<file path="src/rtl/pipe_pkg.sv">
// Shared constants and state type for the pipeline skid register.
package pipe_pkg;

  localparam int PIPE_WIDTH = 64;

  typedef enum logic [1:0] {
    EMPTY = 2'd0,
    BUSY  = 2'd1,
    FULL  = 2'd2
  } pipe_state_t;

endpackage

</file>
<file path="src/rtl/pipe_mux2_cell.sv">
// 1-bit gate-level 2:1 mux cell: y = s ? b : a.
module pipe_mux2_cell (
  input  logic a,
  input  logic b,
  input  logic s,
  output logic y
);

  assign y = (a & ~s) | (b & s);

endmodule

</file>
<file path="src/rtl/pipe_skid_mux.sv">
// Next-value select for the main register: in_data (sel=0) or skid (sel=1).
module pipe_skid_mux import pipe_pkg::*; #(
  parameter int WIDTH = PIPE_WIDTH
) (
  input  logic [WIDTH-1:0] in_data,
  input  logic [WIDTH-1:0] skid,
  input  logic             sel,
  output logic [WIDTH-1:0] main_next
);

  genvar gi;
  generate
    for (gi = 0; gi < WIDTH; gi++) begin : g_bit
      pipe_mux2_cell u_cell (
        .a(in_data[gi]),
        .b(skid[gi]),
        .s(sel),
        .y(main_next[gi])
      );
    end
  endgenerate

endmodule

</file>
<file path="src/rtl/pipe_skid_reg.sv">
// Two-entry skid buffer with fully registered in_ready/out_valid/out_data.
// Optional flush port enabled by defining PIPE_FLUSH_EN.
module pipe_skid_reg import pipe_pkg::*; #(
  parameter int WIDTH = PIPE_WIDTH
) (
  input  logic             clk,
  input  logic             reset,
`ifdef PIPE_FLUSH_EN
  input  logic             flush,
`endif
  input  logic [WIDTH-1:0] in_data,
  input  logic             in_valid,
  output logic             in_ready,
  output logic [WIDTH-1:0] out_data,
  output logic             out_valid,
  input  logic             out_ready
);

  pipe_state_t      state_reg, state_next;
  logic [WIDTH-1:0] main_reg, skid_reg, main_next;
  logic             in_ready_reg;
  logic             load_main, load_skid;
  logic             in_xfer, out_xfer;

  assign out_valid = (state_reg != EMPTY);
  assign out_data  = main_reg;
  assign in_ready  = in_ready_reg;
  assign in_xfer   = in_valid & in_ready_reg;
  assign out_xfer  = out_valid & out_ready;

  // In FULL the main register refills from skid; otherwise from the input.
  pipe_skid_mux #(.WIDTH(WIDTH)) u_mux (
    .in_data  (in_data),
    .skid     (skid_reg),
    .sel      (state_reg == FULL),
    .main_next(main_next)
  );

  always_comb begin
    state_next = state_reg;
    load_main  = 1'b0;
    load_skid  = 1'b0;
    case (state_reg)
      EMPTY: begin
        if (in_xfer) begin
          state_next = BUSY;
          load_main  = 1'b1;
        end
      end
      BUSY: begin
        if (in_xfer && out_xfer) begin
          load_main = 1'b1;
        end else if (in_xfer) begin
          state_next = FULL;
          load_skid  = 1'b1;
        end else if (out_xfer) begin
          state_next = EMPTY;
        end
      end
      FULL: begin
        if (out_xfer) begin
          state_next = BUSY;
          load_main  = 1'b1;
        end
      end
      default: state_next = EMPTY;
    endcase
`ifdef PIPE_FLUSH_EN
    if (flush) begin
      state_next = EMPTY;
      load_main  = 1'b0;
      load_skid  = 1'b0;
    end
`endif
  end

  always_ff @(posedge clk) begin
    if (!reset) begin
      state_reg    <= EMPTY;
      main_reg     <= '0;
      skid_reg     <= '0;
      in_ready_reg <= 1'b0;
    end else begin
      state_reg    <= state_next;
      in_ready_reg <= (state_next != FULL);
      if (load_main) main_reg <= main_next;
      if (load_skid) skid_reg <= in_data;
    end
  end

endmodule

</file>
<file path="config.mk">
export PLATFORM = sky130hd
export DESIGN_NAME = pipe_skid_reg
export DESIGN_NICKNAME = d
export VERILOG_FILES = /design/src/rtl/pipe_pkg.sv /design/src/rtl/pipe_mux2_cell.sv /design/src/rtl/pipe_skid_mux.sv /design/src/rtl/pipe_skid_reg.sv
export SDC_FILE = /design/constraint.sdc
export NUM_CORES = 1
export LEC_CHECK = 0
export BUFFER_PORTS_ARGS = -buffer_cell sky130_fd_sc_hd__buf_2
export CAP_MARGIN = 40
export CORE_UTILIZATION = 41
export CTS_CLUSTER_DIAMETER = 200
export DETAILED_ROUTE_END_ITERATION = 8
export HOLD_SLACK_MARGIN = 0.12
export PLACE_DENSITY = 0.7
export SLEW_MARGIN = 20
export SYNTH_ARGS = -nofsm -noshare
export SYNTH_HDL_FRONTEND = slang
export SYNTH_HIERARCHICAL = 1
export SYNTH_SLANG_ARGS = --single-unit
</file>
<file path="constraint.sdc">
create_clock -name clk -period 5.4 [get_ports clk]
set_input_delay 0.27 -clock clk [delete_from_list [all_inputs] [get_ports clk]]
set_output_delay 0.27 -clock clk [all_outputs]
set_load 0.05 [all_outputs]
</file>
==> out/results.ini <==
[global_routing]
grt_start_max_net_pins = 99
grt_pass1_vias = 4606
grt_first_pass_wirelength_mm = 21.8
number_of_antenna_violations_at_the_first_check_in_global_routing = 0
grt.total_usage = 0.187
grt-ovfl-total = 0

[drt]
drc = 0
drt-met1-wl_mm = 5.95
dr.pass1.iters = 5
met2_wirelength_from_detailed_routing_mm = 6.72
dr.max_layer_used = met4
via_total_after_detailed_routing = 4938
detailed_route_vias_per_instance = 4.91
wirelength_mm = 13.4
routed_wire_length_per_instance_um = 13.4
initialDrtViolationCount = 258
postRouteAntennaNets = 0
detailroute.wirelength.met3_um = 427

[logic_synthesis]
post_synth.cell_area_avg_um2 = 8.99
combinational_family_with_the_most_area_after_synthesis = simple AND/OR/NAND/NOR gates
synth_top_cell_by_area = dfxtp_1
synth_adder_area_share = 0
syn-instance-count = 646
synth_compound_gate_area_share = 0.144
synth-xor-area-share = 0
synth.net_count = 714
synth_cell_types = 24
synth.cell_area_um2 = 5810
postSynthRegisterBits = 131
sequential_area_share_after_synthesis = 0.451
post_synth_and_or_nand_nor_area_fraction = 0.194
post_synth_main_area_contributors = dfxtp_1, mux2_4, nand2_1
yosys-mux-area-fraction = 0.165
yosysWarningCount = 6
synth_top_area_share = 0.451

[timing]
timing.fmax_ghz = 0.444
fin_skew_ns = 0.00498
report.final.slew_viol_count = 0
worst_slew_margin_rel = 0.479
aggregate_negative_setup_slack_ns = 0
final.min_clock_period_ns = 2.25
report.final.hold_viol_count = 0
rsz0062_at_grt = false
setup_violations = 0
worst-slew-pin-transition_ns = 0.780
timing.final.crit_share = 0.417

[floorplan]
floorplan.die_area_um2 = 14600
fp.dieW_um = 121
floorplan.rows = 43
dieHeight_um = 121
core_region_area_um2 = 13800
boundaryPins = 134
initial_utilization = 0.420

[critical_path]
cp.buffers_inverters = 1
cp_cell_sequence = and3b_1, nand3b_1, buf_4, nand2_1, a21boi_0
r2r_setup_slack_ns = 3.15
rr_startpoint = state_reg[1]$_SDFF_PN0_
critPathKind = reg -> reg
required_time_at_the_worst_slack_endpoint_ns = 5.73
slowest_delay_ns = 0.59
crit-reg2reg-capture = skid_reg[53]$_SDFFE_PN0P_
critPathCaptureType = flip-flop
r2r_cells = 5
cpMaxStageDelayCell = nand3b_1
crit_fanout = 47
timing.critical_path.max_delay_family = simple AND/OR/NAND/NOR gates
worst_ep_arrival_time_ns = 2.58
timing.critical_path.from_type = flip-flop

[clock_tree]
post-cts-setup-buffers = 0
clock_path_buffers = 2
cts_buffers = 17
cts_htree_levels = 4
tritoncts = built
cts.hold.buffers_added = 53
post_cts.resized_instances = 0
path_clk_slew_ns = 0.06
tritoncts_num_sinks = 131
worstSkewPairLatency_ns = 0.41
cts_root_buf = clkbuf_16

[power]
static-leakage-power_nw = 3.16
power_report.internal_total_mw = 1.93
p_sw_mw = 0.670
cellPowerDensity_nw_per_um2 = 335
reg_power_frac = 0.396
switching_share = 0.258
power.combinational.fraction = 0.142
power_share_of_the_clock_group = 0.462
worst_ir_drop_vdd_v = 0.000206

[placement]
placed_area_um2 = 6550
portBuffers = 133
weighted_congestion_reported_at_the_end_of_routability_driven_placement = 0.729
hpwl_mm = 7.94

[finish]
final_layout_size_suffix_gt1_frac = 0.293
syn2layout_area_growth_pct = 33.3
final_area_um2 = 7750
finalNetCount = 880
antennaDiodeCount = 0

[outcome]
status = finished clean

[flow_run]
max_cap_violations = 0

[worst_hold_path]
timing.hold.worst_endpoint = skid_reg[31]$_SDFFE_PN0P_
hold_depth = 3
holdCritStartpoint = in_data[31]
holdCritPathClass = in -> reg

worst max path at each step:
stage                                  from                   endpoint  slack, ns  depth (start not counted)
floorplan           state_reg[1]$_SDFF_PN0_  out_data[53]$_SDFFE_PN0P_       1.72                          4
global placement    state_reg[1]$_SDFF_PN0_  out_data[49]$_SDFFE_PN0P_       2.98                          5
detailed placement  state_reg[1]$_SDFF_PN0_  skid_reg[61]$_SDFFE_PN0P_       3.16                          5
CTS                 state_reg[1]$_SDFF_PN0_  skid_reg[53]$_SDFFE_PN0P_       3.13                          5
global route        state_reg[1]$_SDFF_PN0_  skid_reg[15]$_SDFFE_PN0P_       2.95                          5
finish              state_reg[1]$_SDFF_PN0_  skid_reg[53]$_SDFFE_PN0P_       3.15                          5
synth_stat cells, drive strengths merged:
library cell / n
a21boi: 64
a21oi: 2
and2: 1
and3b: 2
buf: 24
clkbuf: 25
dfxtp: 131
mux2: 64
nand2: 193
nand3: 65
nand3b: 3
nand4b: 1
nor2: 1
nor2b: 2
o211ai: 1
o21a: 1
o21ai: 65
or2: 1
power by group through the flow:
stage	logic, mW	clock network [mW]	registers, mW
after floorplan	0.138	0	1.16
after global placement	0.328	0	1.05
after detailed placement	0.337	0	1.05
after CTS	0.367	1.22	1.03
after global routing	0.395	1.27	1.03
final	0.370	1.20	1.03
kinds of logic after synthesis:
group / count (synthesis)
mux: 64
flops: 131
compound gates: 133
simple gates: 269
buf+inv: 49
cell usage in the layout (no fill, tap or decap), types with 2 or more instances in the layout:
cell / instances
nand2_1: 193
buf_2: 132
dfxtp_1: 131
nand3_1: 65
o21ai_0: 64
a21boi_0: 64
mux2_4: 64
dlygate4sd3_1: 53
clkbuf_16: 17
buf_4: 7
clkbuf_8: 5
clkinv_2: 4
nand3b_1: 3
bufinv_16: 3
buf_12: 3
a21oi_1: 2
clkinvlp_4: 2
worst register-to-register path, delay by kind of cell, from the launching register on:
kind,cells,cell delay (ns)
buffers and inverters,1,0.60
flip-flops,1,0.41
AND/OR/NAND/NOR,3,0.96
AO/OA/AOI/OAI,1,0.20
per-layer routing:
metal  global-route usage  vias up
met5                    0        -
met4               0.0880        0
met3               0.0418       23
met2                0.324       99
met1                0.219     2302
li1                     -     2514
metrics by stage:
| step | power [mW] | util | cells | hold slack (ns) | setup WS (ns) |
|---|---|---|---|---|---|
| after floorplan | 1.30 | - | 646 | 0.415 | 1.72 |
| after global placement | 1.38 | 0.470 | 916 | 0.442 | 2.98 |
| after detailed placement | 1.39 | 0.474 | 918 | 0.448 | 3.16 |
| after CTS | 2.62 | 0.557 | 1003 | 0.120 | 3.13 |
| after global routing | 2.70 | 0.560 | 1005 | 0.129 | 2.95 |
| final | 2.60 | 0.560 | 1005 | 0.132 | 3.15 |
area by class of cell:
type                       count  area (um2)
fill                        1256        6080
multi-input combinational    466        2940
sequential                   131        2620
timing repair buffer         196        1330
clock buffer                  23         498
tap                          180         225
clock inverter                 9         125
Power figures use the tool's default switching activity.
